===== src/rtl/wb_arbiter_pkg.sv =====
// Shared constants and types for the write-back arbiter and its FIFO.
// The write-port grant encoding is shared so every consumer agrees on the priority order.
package wb_arbiter_pkg;

  localparam int REG_ADDR_W = 5;
  localparam int NUM_REGS   = 32;
  localparam int XLEN       = 32;

  typedef enum logic [1:0] {
    GNT_IDLE   = 2'd0,
    GNT_ALU    = 2'd1,
    GNT_FIFO   = 2'd2,
    GNT_BYPASS = 2'd3
  } grant_e;

endpackage


===== src/rtl/wb_fifo.sv =====
// Parameterised synchronous FIFO with push/pop, full/empty flags and an occupancy count.
// Pushes into a full FIFO and pops from an empty FIFO are ignored.
module wb_fifo #(
  parameter int DEPTH = 2,
  parameter int WIDTH = 37
) (
  input  logic                       clk,
  input  logic                       rst,
  input  logic                       push_i,
  input  logic [WIDTH-1:0]           data_i,
  input  logic                       pop_i,
  output logic [WIDTH-1:0]           data_o,
  output logic                       full_o,
  output logic                       empty_o,
  output logic [$clog2(DEPTH):0]     count_o
);

  localparam int PW = $clog2(DEPTH);
  localparam int CW = PW + 1;

  logic [WIDTH-1:0] mem_q [DEPTH];
  logic [PW-1:0]    rd_ptr_q, rd_ptr_d;
  logic [PW-1:0]    wr_ptr_q, wr_ptr_d;
  logic [CW-1:0]    count_q, count_d;
  logic             push_ok, pop_ok;

  assign full_o  = (count_q == CW'(DEPTH));
  assign empty_o = (count_q == '0);
  assign count_o = count_q;
  assign data_o  = mem_q[rd_ptr_q];

  assign push_ok = push_i && !full_o;
  assign pop_ok  = pop_i && !empty_o;

  // Pointers are PW bits wide and DEPTH is a power of 2, so they wrap on their own.
  always_comb begin
    rd_ptr_d = rd_ptr_q;
    wr_ptr_d = wr_ptr_q;
    count_d  = count_q;
    if (push_ok) wr_ptr_d = wr_ptr_q + 1'b1;
    if (pop_ok)  rd_ptr_d = rd_ptr_q + 1'b1;
    case ({push_ok, pop_ok})
      2'b10:   count_d = count_q + 1'b1;
      2'b01:   count_d = count_q - 1'b1;
      default: count_d = count_q;
    endcase
  end

  // NOTE: state registers use non-blocking assignments so every flop samples pre-edge values.
  always_ff @(posedge clk) begin
    if (!rst) begin
      rd_ptr_q <= '0;
      wr_ptr_q <= '0;
      count_q  <= '0;
    end else begin
      rd_ptr_q <= rd_ptr_d;
      wr_ptr_q <= wr_ptr_d;
      count_q  <= count_d;
    end
  end

  // NOTE: storage is not reset; entries are only observable once count_q says they are valid.
  always_ff @(posedge clk) begin
    if (push_ok) mem_q[wr_ptr_q] <= data_i;
  end

endmodule


===== src/rtl/wb_arbiter.sv =====
// Write-back arbiter: muxes ALU and long-latency results onto the register file write port
// and tracks in-flight long-latency destinations in a per-register busy scoreboard.
module wb_arbiter #(
  parameter int DEPTH = 2,
  parameter int XLEN  = wb_arbiter_pkg::XLEN
) (
  input  logic                                clk,
  input  logic                                rst,
  input  logic                                alu_wen_i,
  input  logic [wb_arbiter_pkg::REG_ADDR_W-1:0] alu_waddr_i,
  input  logic [XLEN-1:0]                     alu_wdata_i,
  input  logic                                lsu_valid_i,
  input  logic [wb_arbiter_pkg::REG_ADDR_W-1:0] lsu_waddr_i,
  input  logic [XLEN-1:0]                     lsu_wdata_i,
  output logic                                lsu_ready_o,
  input  logic                                issue_i,
  input  logic [wb_arbiter_pkg::REG_ADDR_W-1:0] issue_rd_i,
  output logic [wb_arbiter_pkg::NUM_REGS-1:0]   busy_o,
  output logic [wb_arbiter_pkg::REG_ADDR_W-1:0] reg_waddr_o,
  output logic [XLEN-1:0]                     reg_wdata_o,
  output logic                                reg_wen_o
);

  import wb_arbiter_pkg::*;

  localparam int CW = $clog2(DEPTH) + 1;
  localparam int EW = REG_ADDR_W + XLEN;

  grant_e                grant;
  logic                  alu_ok;
  logic                  accept;
  logic                  fifo_push, fifo_pop;
  logic                  fifo_full, fifo_empty;
  logic [CW-1:0]         fifo_count;
  logic [EW-1:0]         fifo_rdata;
  logic [REG_ADDR_W-1:0] head_addr;
  logic [XLEN-1:0]       head_data;
  logic                  fifo_full_unused;
  logic                  lsu_wr;
  logic [REG_ADDR_W-1:0] lsu_wr_addr;
  logic [NUM_REGS-1:0]   busy_q, busy_d;

  wb_fifo #(
    .DEPTH (DEPTH),
    .WIDTH (EW)
  ) u_fifo (
    .clk     (clk),
    .rst     (rst),
    .push_i  (fifo_push),
    .data_i  ({lsu_waddr_i, lsu_wdata_i}),
    .pop_i   (fifo_pop),
    .data_o  (fifo_rdata),
    .full_o  (fifo_full),
    .empty_o (fifo_empty),
    .count_o (fifo_count)
  );

  assign fifo_full_unused       = fifo_full;
  assign {head_addr, head_data} = fifo_rdata;

  // Ready depends only on registered occupancy, never on lsu_valid_i.
  assign lsu_ready_o = rst && (fifo_count < CW'(DEPTH));
  assign alu_ok      = alu_wen_i && (alu_waddr_i != '0);
  assign accept      = lsu_valid_i && lsu_ready_o;

  // NOTE: every always_comb output gets a default first so no path can infer a latch.
  always_comb begin
    grant = GNT_IDLE;
    if (rst) begin
      if (alu_ok)           grant = GNT_ALU;
      else if (!fifo_empty) grant = GNT_FIFO;
      else if (lsu_valid_i) grant = GNT_BYPASS;
    end
  end

  assign fifo_pop  = (grant == GNT_FIFO);
  assign fifo_push = accept && (grant != GNT_BYPASS);

  // Long-latency results to x0 still consume their grant but leave the port idle.
  always_comb begin
    lsu_wr      = 1'b0;
    lsu_wr_addr = '0;
    reg_wen_o   = 1'b0;
    reg_waddr_o = '0;
    reg_wdata_o = '0;
    case (grant)
      GNT_ALU: begin
        reg_wen_o   = 1'b1;
        reg_waddr_o = alu_waddr_i;
        reg_wdata_o = alu_wdata_i;
      end
      GNT_FIFO: begin
        lsu_wr_addr = head_addr;
        if (head_addr != '0) begin
          lsu_wr      = 1'b1;
          reg_wen_o   = 1'b1;
          reg_waddr_o = head_addr;
          reg_wdata_o = head_data;
        end
      end
      GNT_BYPASS: begin
        lsu_wr_addr = lsu_waddr_i;
        if (lsu_waddr_i != '0) begin
          lsu_wr      = 1'b1;
          reg_wen_o   = 1'b1;
          reg_waddr_o = lsu_waddr_i;
          reg_wdata_o = lsu_wdata_i;
        end
      end
      default: ;
    endcase
  end

  // Clear is applied before set so a same-cycle issue to the committing register stays busy.
  always_comb begin
    busy_d = busy_q;
    if (lsu_wr)                          busy_d[lsu_wr_addr] = 1'b0;
    if (issue_i && (issue_rd_i != '0))   busy_d[issue_rd_i]  = 1'b1;
    busy_d[0] = 1'b0;
  end

  always_ff @(posedge clk) begin
    if (!rst) busy_q <= '0;
    else      busy_q <= busy_d;
  end

  assign busy_o = busy_q;

endmodule


===== config.mk =====
export PLATFORM = sky130hd
export DESIGN_NAME = wb_arbiter
export DESIGN_NICKNAME = d
export VERILOG_FILES = /design/src/rtl/wb_arbiter_pkg.sv /design/src/rtl/wb_fifo.sv /design/src/rtl/wb_arbiter.sv
export SDC_FILE = /design/constraint.sdc
export NUM_CORES = 1
export LEC_CHECK = 0
export ABC_AREA = 1
export ABC_CLOCK_PERIOD_IN_PS = 4500
export CORE_MARGIN = 5
export CORE_UTILIZATION = 23
export CTS_CLUSTER_SIZE = 40
export DETAILED_ROUTE_END_ITERATION = 10
export PLACE_DENSITY = 0.56
export SKIP_LAST_GASP = 1
export SLEW_MARGIN = 20
export SYNTH_ARGS = -nofsm -noshare
export SYNTH_HDL_FRONTEND = slang
export SYNTH_SLANG_ARGS = --single-unit

===== constraint.sdc =====
create_clock -name clk -period 4.5 [get_ports clk]
set_input_delay 0.9 -clock clk [delete_from_list [all_inputs] [get_ports clk]]
set_output_delay 0.9 -clock clk [all_outputs]
set_load 0.03 [all_outputs]

# Yosys cells after proc, flatten, opt, wreduce, memory -nomap -nowiden
# Memory sizes are Yosys's and may differ from the RTL's. A register that Yosys moved wholly into a read port is not among the register bits.
# Cells that the tools add are included.
# op_classes
add_sub_neg,4
n_lt_le_gt_ge,5
n_eq_ne,7
n_mux,26
bitwise_logic,3
reduce_logical,17
# ops
operator,count
$mux 32,4
$pmux 32 s3,1
$and 32x32->32,1
$not 32->32,1
$or 32x32->32,1
$reduce_bool 5->1,4
$pmux 5 s3,1
$lt 5x6->1 const B,2
$demux 1 s5,2
$ge 5x1->1 const B,2
$mux 5,2
$pmux 5 s2,1
$logic_and 1x1->1,9
$eq 2x2->1 const B,4
$mux 1,8
$mux 2,4
$eq 2x1->1 const B,2
$pmux 2 s2,1
$pmux 1 s3,1
$add 1x1->1 const B,2
$add 2x1->2 const B,1
$logic_not 1->1,2
$logic_not 2->1,1
$lt 2x2->1 const B,1
4 further kinds,4
# word_totals
reg_bits,36
ram_bits,74
word_cells,68
memories,1
# mem_list
memory,depth,width,rd,rd_clocked_by_memory_dff,write_ports,line,source
u_fifo.mem_q,2,37,1,1,1,wb_fifo.sv:21,logic [WIDTH-1:0] mem_q [DEPTH];

# Longest topological paths before layout
# Gate-level depths: netlist of the first run.
# logic_depth
word_depth,15
depth_mapped,11

# By module
# A second synthesis of the first run with hierarchy kept.
# hier_totals
cells_unflattened,512
hier_area_um2,5353.9
# modules_own_cells
mod,instances,cells_each,area_per_inst_um2
wb_fifo,1,155,3071.7
wb_arbiter,1,357,2282.2

# Least setup slack after synthesis of the first run
# No wires, ideal clock.
# synth_timing
path_type,input-to-reg
start,in rst
end,"mem u_fifo.mem_q[0][0], enable pin"
setup_time_ns,0.431
arrival_ns,3.556
required_time_ns,4.069
path_slack_ns,0.512
stages,5
path_buffers,1
path_cell_list,buf_2 > clkinv_1 > nor2_1 > nand3_1 > nor2_1
# synth_between
elab_chain_cells,6
# synth_lines
item,line,source
"start, declared",wb_arbiter.sv:8,"input logic rst,"
$logic_and 1x1->1,wb_arbiter.sv:62,assign lsu_ready_o = rst && (fifo_count < CW'(DEPTH));
via lsu_ready_o,wb_arbiter.sv:15,"output logic lsu_ready_o,"
$logic_and 1x1->1,wb_arbiter.sv:64,assign accept = lsu_valid_i && lsu_ready_o;
$logic_and 1x1->1,wb_arbiter.sv:77,assign fifo_push = accept && (grant != GNT_BYPASS);
$logic_and 1x1->1,wb_fifo.sv:32,assign push_ok = push_i && !full_o;
$mux 1,wb_fifo.sv:64,if (push_ok) mem_q[wr_ptr_q] <= data_i;
$mux 1 (implied by the code),wb_fifo.sv:64,
"end, declared",wb_fifo.sv:21,
# The timed path passes the listed nets, and every way through them passes these cells.

# Final worst setup path of the first run
# layout_timing
start,in alu_waddr_i[2] (netlist bit)
end,out reg_wdata_o[0]
# layout_between
elab_chain_cells,6
# layout_lines
item,line,source
"start, declared",wb_arbiter.sv:10,"input logic [wb_arbiter_pkg::REG_ADDR_W-1:0] alu_waddr_i,"
$reduce_bool 5->1 *,wb_arbiter.sv:63,assign alu_ok = alu_wen_i && (alu_waddr_i != '0);
$logic_and 1x1->1 *,wb_arbiter.sv:63,
$mux 2 *,wb_arbiter.sv:70,if (alu_ok) grant = GNT_ALU;
$mux 2 *,wb_arbiter.sv:69,if (rst) begin
$eq 2x2->1 or $eq 2x1->1 (tied branches),wb_arbiter.sv:86,case (grant)
$pmux 32 s3 *,wb_arbiter.sv:86,
"end, declared",wb_arbiter.sv:20,"output logic [XLEN-1:0] reg_wdata_o,"
# Mark *: on every way between the ends. The rest lies on a longest branch, timed or not.

==> results of run 1 <==
[worst paths after layout]
path	from	endpoint	cells past startpoint
hold reg to reg	busy_o[13]	busy_o[13]	2
hold / removal	busy_o[13]	busy_o[13]	2
setup reg to reg	flip-flop	busy_o[4]	7
setup / recovery	alu_waddr_i[2]	reg_wdata_o[0]	11
[stage by stage]
stage	instances	hold slack [ns]	utilization	setup WS, ns	power, mW
CTS	941	0.467	0.329	0.622	2.44
global placement	925	0.452	0.315	0.615	1.62
detailed placement	925	0.456	0.315	0.639	1.62
finish	942	0.464	0.329	0.656	2.40
floorplan	503	0.459	-	0.512	1.42
global route	942	0.485	0.329	0.456	2.51
[cell families (layout without fill, tap and decap cells)]
group	count (synthesis)	in the layout	synth area share
buf+inv	88	246	0.0713
compound gates	88	88	0.114
flops	110	110	0.580
other cells	1	2	0.000739
xor+xnor	2	2	0.00345
simple gates	181	181	0.164
fa+ha+maj	1	1	0.00247
mux	32	32	0.0637
[cell usage after synthesis (all sizes together)]
cell type / count
a22oi: 2
clkbuf: 7
nor3: 6
or2: 1
mux2i: 30
o21ai: 20
conb: 1
clkinv: 1
nand3: 29
mux2: 2
inv: 64
nor2: 22
xor2: 2
nor3b: 1
dfxtp: 36
nand2: 110
buf: 16
o221ai: 30
ha: 1
a21oi: 35
nand4: 12
edfxtp: 74
o2111a: 1
[worst max-delay path, stage by stage]
cell	delay, ns
clkdlybuf4s50_1	0.42
nor2_1	0.11
nand3_1	0.16
nand2_1	0.12
buf_4	0.17
nand3_4	0.10
nor2_2	0.11
buf_4	0.35
a22oi_1	0.19
o21ai_0	0.11
buf_4	0.19
[flip-flops by register name, summed over array words and instances, names as in the netlist, named ones only]
name and cells:
u_fifo.wr_ptr_q 1, u_fifo.count_o 2, u_fifo.rd_ptr_q 1, u_fifo.mem_q 74
busy_o 31
[metal layers]
| layer | vias to the layer above | track usage | wire [µm] |
|---|---|---|---|
| li1 | 2069 | - | - |
| met1 | 1918 | 0.141 | 6310 |
| met2 | 89 | 0.189 | 7230 |
| met3 | 18 | 0.0288 | 886 |
| met4 | 0 | 0.0455 | 319 |
| met5 | - | 0 | 0 |
[area by class of cell]
cell class,instances,area share
clock buffers,9,0.0315
diodes,1,0.000350
well taps,280,0.0490
inverters,65,0.0341
multi-input cells,305,0.249
flip-flops and latches,110,0.412
repair buffers,165,0.213
clock inverters,7,0.0114
[power by group]
group / switching (mW) / total [mW] / internal [mW]
Combinational: 0.278 / 0.462 / 0.184
Clock: 0.407 / 0.808 / 0.400
Sequential: 0.0179 / 1.13 / 1.12
==> results_dict.tcl, run 1 <==
set metrics [dict create \
    fp.dieW_um 158 \
    synth-seq-cells 110 \
    cts_tree "yes" \
    synth_cell_types 34 \
    endpoint_kind "output pin" \
    clock_latency_ns 0.36 \
    layout_common_cells "clkdlybuf4s50_1, nand2_1, edfxtp_1" \
    final.min_clock_period_ns 3.84 \
    nFillCells 2237 \
    slew_viol_final 0 \
    port_buffers 153 \
    overflow 0 \
    cts_setup_buffers 0 \
    layout-drive-gt1-share 0.130 \
    hp-class "flip-flop to flip-flop" \
    fmax_mhz 260 \
    pin_count 155 \
    synth_cells 503 \
    path_class "input port to output pin" \
    skew_ns 0.0107 \
    vias_per_cell 4.35 \
    critPathMaxFanout 33 \
    route.detailed.drc 0 \
    wirelength_um 14800 \
    area_growth_pct 41.1 \
    post_cts_resized 0 \
    synth_area_leaders "edfxtp_1, dfxtp_1, nand2_1" \
    dieArea_mm2 0.0251 \
    tns_ns 0 \
    grt_max_degree 35 \
    powerDensity_mw_per_mm2 336 \
    drtAntennaViolNets 0 \
    dieHeight_um 158 \
    cts_hold_buf 0 \
    seq_area_mm2 0.00294 \
    grt_pass1_vias 4007 \
    status "finished clean" \
    multi_input_area_mm2 0.00178 \
    grt_usage 0.114 \
    root_buffer "clkbuf_16" \
    yosysTopAreaCell "edfxtp_1" \
    postPlaceCellArea_mm2 0.00684 \
    netlist.area_leader.share 0.438 \
    cp-start-kind "input port" \
    synth_warnings 0 \
    fin_crit_sh 0.854 \
    initial_core_util 0.233 \
    grt_pass1_wl_um 21900 \
    netlist_area_mm2 0.00507 \
    reg2reg_slack_ns 2.27 \
    clk_pin_slew_ns 0.08 \
    gp_congestion 0.793 \
    cap_violations 0 \
    clk_path_buf_depth 2 \
    cp.arrival_ns 2.94 \
    slew_headroom 0.515 \
    coreArea_mm2 0.0218 \
    yosysSeqAreaShare 0.580 \
    worst_pin_slew_ns 0.725 \
    rows 54 \
    clkSinkCount 110 \
    fin_area_mm2 0.00715 \
    cts_made_buffers 9 \
    rsz0062_at_grt "no" \
    num-nets-final 741 \
    wire_per_inst_um 15.7 \
    drtIter0Drc 185 \
    vias 4094 \
    final_common_cell "clkdlybuf4s50_1" \
    syn-num-nets 588 \
    ir_worst_vdd_v 0.000161 \
    avgSynthCellArea_um2 10.1 \
    htree_levels 3 \
    antenna_found_initial 1 \
    setup_viol 0 \
    power_leakage_nw 2.58 \
    crit_required_ns 3.60 \
    dp_hpwl_um 10800 \
    firstDrtPassIters 4 \
    hold_viol_final 0 \
]
Power figures use the tool's default switching activity.
==> inputs of run 2 (changes only) <==
--- a/config.mk
+++ b/config.mk
@@ -5,7 +5,7 @@
 export SDC_FILE = /design/constraint.sdc
 export NUM_CORES = 1
 export LEC_CHECK = 0
-export ABC_AREA = 1
+export ABC_AREA = 0
 export ABC_CLOCK_PERIOD_IN_PS = 4500
 export CORE_MARGIN = 5
 export CORE_UTILIZATION = 23
==> run 2 against run 1 <==
Combinational power shrank 6.7%. Cell count shrank 4.0%. Non-clock buffer count is 6 higher. Sequential power barely moved. Global-route usage grew 0.76 points. Count of clock-buffer cells in the layout grew 1. Worst setup slack worse by 0.36 ns. Flip-flop and latch count unchanged. First-iteration DRC count up 130%. Clock power shrank 4.0%.
==> results_dict.tcl, run 2 <==
set metrics [dict create \
    synth_area_leaders "edfxtp_1, dfxtp_1, mux2_2" \
    clock_latency_ns 0.35 \
    fmax_mhz 238 \
    gp_congestion 0.810 \
    synth_warnings 0 \
    ir_worst_vdd_v 0.000177 \
    worst_pin_slew_ns 0.841 \
    ys.flop_type "edfxtp_1" \
    hold_viol_final 0 \
    grt_max_degree 37 \
    p_total_mw 2.32 \
    status "finished clean" \
    cts_made_buffers 9 \
    vias 4283 \
    powerDensity_mw_per_mm2 317 \
    cp.arrival_ns 3.30 \
    synthArstFlopShare 0 \
    path_class "input port to output pin" \
    grt_usage 0.121 \
    route.detailed.drc 0 \
    initial_core_util 0.232 \
    fin_util 0.325 \
    synth_cells 464 \
    regMostFlops "u_fifo.mem_q" \
    firstDrtPassIters 6 \
    clk_pin_slew_ns 0.07 \
    cts_hold_buf 0 \
    synth.top_cells.by_count "nor2_1, edfxtp_1, dfxtp_1" \
    holdWs_ns 0.467 \
    synth_edf_count 74 \
    netlist.area_leader.share 0.425 \
    crit_required_ns 3.60 \
    yosysSeqAreaShare 0.563 \
    drtAntennaViolNets 0 \
    dieArea_mm2 0.0258 \
    wirelength_um 16200 \
    final_common_cell "clkdlybuf4s50_1" \
    cap_violations 0 \
    postPlaceCellArea_mm2 0.00703 \
    holdPathStages 2 \
    dp_hpwl_um 11700 \
    endpoint_kind "output pin" \
    clk_path_buf_depth 2 \
    cp-start-kind "input port" \
    largest_register_ffs 74 \
    slew_headroom 0.437 \
    hp-class "flip-flop to flip-flop" \
    root_buffer "clkbuf_16" \
    fin_area_mm2 0.00732 \
    dieHeight_um 161 \
    layout_common_cells "clkdlybuf4s50_1, nor2_1, edfxtp_1" \
    critPathMaxFanout 25 \
    antenna_found_initial 0 \
    skew_ns 0.00873 \
    grt_pass1_wl_um 24700 \
    drtIter0Drc 424 \
    area_growth_pct 40.0 \
    rsz0062_at_grt "no" \
    synth_cell_types 48 \
    wire_per_inst_um 17.9 \
    r2r_cells 5 \
    setup_viol 0 \
    layout-drive-gt1-share 0.191 \
    cts_tree "yes" \
    power_leakage_nw 2.46 \
    synth-seq-cells 110 \
    post_cts_resized 0 \
    cts_setup_buffers 0 \
    port_buffers 153 \
    clkSinkCount 110 \
    avgSynthCellArea_um2 11.3 \
    vias_per_cell 4.74 \
    htree_levels 3 \
    coreArea_mm2 0.0225 \
    antenna_cells 0 \
    netlist_area_mm2 0.00523 \
    synth.most_common_cell "nor2_1" \
    fin_crit_sh 0.934 \
    rows 55 \
    syn-num-nets 549 \
    pin_count 155 \
    slew_viol_final 0 \
    yosysTopAreaCell "edfxtp_1" \
    final.min_clock_period_ns 4.20 \
    tns_ns 0 \
    fp.dieW_um 161 \
    num-nets-final 699 \
    overflow 0 \
    grt_pass1_vias 4234 \
]
run 2: where the power goes:
group | leakage [nW] | switching [mW] | internal (mW)
logic | 1.36 | 0.238 | 0.193
clock network | 0.142 | 0.385 | 0.391
registers | 0.964 | 0.0108 | 1.10
run 2: cells by family (layout without fill, tap and decap cells):
family	after synthesis	after routing	share of synthesized area
other cells	1	1	0.000717
buf+inv	35	190	0.0402
fa+ha+maj	1	1	0.00239
mux	42	42	0.0881
flops	110	110	0.563
compound gates	115	115	0.166
xor+xnor	3	3	0.00503
simple gates	157	157	0.134
run 2: worst max-delay path: stages:
cell             delay [ns]
clkdlybuf4s50_1        0.50
or3_1                  0.43
o22ai_2                0.28
o21ai_4                0.31
buf_4                  0.27
a222oi_1               0.33
nor2_1                 0.09
buf_4                  0.19
run 2: through the flow:
stage                     setup WS [ns]  std cells
after floorplan                   0.613        464
after global placement            0.363        888
after detailed placement          0.321        888
after CTS                         0.315        904
after global routing              0.142        904
final                             0.298        904
run 2: final timing paths:
| kind | start | endpoint | slack [ns] |
|---|---|---|---|
| setup / recovery | alu_waddr_i[0] | reg_wdata_o[25] | 0.30 |
| hold / removal | busy_o[10] | busy_o[10] | 0.47 |
| setup reg to reg | u_fifo.count_o[0] | busy_o[6] | 2.18 |
| hold reg to reg | busy_o[10] | busy_o[10] | 0.47 |
run 2: final cells by class:
cell class	count	area (µm²)
multi-input cells	319	2090
well taps	285	357
clock buffers	10	229
repair buffers	171	1620
clock inverters	6	62.6
fillers	2274	15200
inverters	3	11.3
flip-flops and latches	110	2940
run 2: per-layer routing:
layer	track usage	up-vias	wire (µm)
met5	0	-	0
met1	0.162	2021	7460
met4	0.0295	0	211
met3	0.0418	16	1290
li1	-	2073	-
met2	0.190	173	7260
==> inputs of run 3 (changes only) <==
--- a/config.mk
+++ b/config.mk
@@ -7,11 +7,13 @@
 export LEC_CHECK = 0
 export ABC_AREA = 0
 export ABC_CLOCK_PERIOD_IN_PS = 4500
+export CELL_PAD_IN_SITES_DETAIL_PLACEMENT = 0
+export CELL_PAD_IN_SITES_GLOBAL_PLACEMENT = 1
 export CORE_MARGIN = 5
 export CORE_UTILIZATION = 23
 export CTS_CLUSTER_SIZE = 40
 export DETAILED_ROUTE_END_ITERATION = 10
-export PLACE_DENSITY = 0.56
+export PLACE_DENSITY = 0.66
 export SKIP_LAST_GASP = 1
 export SLEW_MARGIN = 20
 export SYNTH_ARGS = -nofsm -noshare
==> run 3 against run 2 <==
Count of clock-buffer cells in the layout up 2. Core utilization is 0.17 points lower. Critical endpoint is now reg_wdata_o[15]. Fmax increased by 0.17%. Hold slack improved by 0.013 ns. Design area decreased by 0.51%. Die area is the same. Global-route usage grew 0.28 points. Sequential share of layout area grew 0.21 points. Clock power down 5.3%. Flip-flop and latch count unchanged. Routed wire length is 2.6% higher. Clock skew shrank 0.0031 ns.
==> results_dict.tcl, run 3 (synthesized netlist as in run 2, its figures left out) <==
set metrics [dict create \
    vias_per_cell 4.88 \
    antenna_cells 0 \
    drtAntennaViolNets 0 \
    dp_hpwl_um 12300 \
    holdPathStages 1 \
    p_sw_mw 0.597 \
    r2r_end "busy_o[9]" \
    dieHeight_um 161 \
    dieArea_mm2 0.0258 \
    hp-start "u_fifo.rd_ptr_q" \
    clk_path_buf_depth 2 \
    num-nets-final 699 \
    route.detailed.drc 0 \
    clk_pin_slew_ns 0.07 \
    power_leakage_nw 2.44 \
    fmax_mhz 238 \
    switching_share 0.262 \
    firstDrtPassIters 6 \
    final.min_clock_period_ns 4.19 \
    htree_levels 3 \
    regMostFlops "u_fifo.mem_q" \
    cts_made_buffers 9 \
    grt_pass1_wl_um 25600 \
    drtIter0Drc 403 \
    largest_register_ffs 74 \
    slew_viol_final 0 \
    area_growth_pct 39.2 \
    postPlaceCellArea_mm2 0.00700 \
    port_buffers 153 \
    grt_pass1_vias 4534 \
    ir_worst_vdd_v 0.000161 \
    layout_common_cells "clkdlybuf4s50_1, nor2_1, edfxtp_1" \
    hold_viol_final 0 \
    grt_max_degree 34 \
    clockPowerShare 0.322 \
    holdWs_ns 0.480 \
    root_buffer "clkbuf_16" \
    clock_latency_ns 0.34 \
    critPathMaxFanout 20 \
    cts_hold_buf 0 \
    cp-start-kind "input port" \
    grt_usage 0.124 \
    clkSinkCount 110 \
    rows 55 \
    slew_headroom 0.535 \
    pin_count 155 \
    skew_ns 0.00567 \
    rsz0062_at_grt "no" \
    final_common_cell "clkdlybuf4s50_1" \
    endpoint_kind "output pin" \
    setup_viol 0 \
    tns_ns 0 \
    antenna_found_initial 0 \
    dp_cells 888 \
    wire_per_inst_um 18.4 \
    initial_core_util 0.232 \
    cts_tree "yes" \
    fp.dieW_um 161 \
    reg2reg_slack_ns 1.97 \
    crit_required_ns 3.60 \
    comb_power_share 0.187 \
    path_class "input port to output pin" \
    p_total_mw 2.28 \
    r2r_cells 6 \
    fin_cells 904 \
    gp_congestion 0.873 \
    coreArea_mm2 0.0225 \
    pwr-share-seq 0.491 \
    hp-class "flip-flop to flip-flop" \
    fin_area_mm2 0.00728 \
    fin_crit_sh 0.932 \
    powerDensity_mw_per_mm2 313 \
    layout-drive-gt1-share 0.186 \
    cap_violations 0 \
    worst_pin_slew_ns 0.695 \
    fin_ws_ns 0.306 \
    overflow 0 \
    internal_power_mw 1.69 \
    place_ws_ns 0.203 \
    vias 4408 \
    cp.arrival_ns 3.29 \
    fin_util 0.324 \
    wirelength_um 16600 \
    status "finished clean" \
]
==> run 3: changes by cell type in the layout (fill, tap and decap cells not counted), moves of 2 or more <==
cell	delta
buf_12	-3
clkdlybuf4s50_1	+2
clkinv_2	+2
clkinv_4	-2
clkinvlp_4	+2
inv_6	-2
==> run 3: power by group through the flow <==
stage / sequential, mW / combinational (mW) / clock, mW
finish: 1.12 / 0.427 / 0.735
detailed placement: 1.14 / 0.427 / 0
global route: 1.12 / 0.458 / 0.798
floorplan: 1.14 / 0.233 / 0
CTS: 1.12 / 0.429 / 0.764
global placement: 1.14 / 0.422 / 0
==> run 3: cell type report <==
| class | instances | area, µm² |
|---|---|---|
| tap | 285 | 357 |
| timing repair buffer | 171 | 1590 |
| inverter | 3 | 11.3 |
| fill | 2251 | 15200 |
| clock buffer | 12 | 246 |
| clock inverter | 4 | 25.0 |
| sequential | 110 | 2940 |
| multi-input combinational | 319 | 2110 |
==> run 3: how the worst max path moves through the flow <==
stage,start,to,slack (ns),cells past startpoint
after floorplan,rst,u_fifo.mem_q[0][0],0.61,5
after global placement,alu_waddr_i[1],reg_wdata_o[10],0.29,8
after detailed placement,alu_waddr_i[1],reg_wdata_o[18],0.20,8
after CTS,alu_waddr_i[1],reg_wdata_o[18],0.19,8
after global routing,alu_waddr_i[1],reg_wdata_o[10],0.12,8
final,alu_waddr_i[1],reg_wdata_o[15],0.31,8
==> run 3: what timing repair did <==
| action | in CTS | in global routing |
|---|---|---|
| gates resized for setup | 0 | 1 |
| endpoints found under the setup margin | 0 | 1 |
| setup buffers | 0 | 0 |
==> run 3: worst max-delay path, stage by stage <==
cell             delay, ns
clkdlybuf4s50_1       0.46
or3_1                 0.46
o22ai_4               0.30
o21ai_4               0.24
buf_4                 0.28
a222oi_1              0.37
nor2_1                0.08
buf_4                 0.18
==> run 3: per-layer routing <==
metal  vias to the layer above  GRT usage  wire length [µm]
met5                         -          0                 0
met4                         0     0.0299               206
met3                        16     0.0382              1520
met1                      2120      0.161              7300
li1                       2066          -                 -
met2                       206      0.202              7610
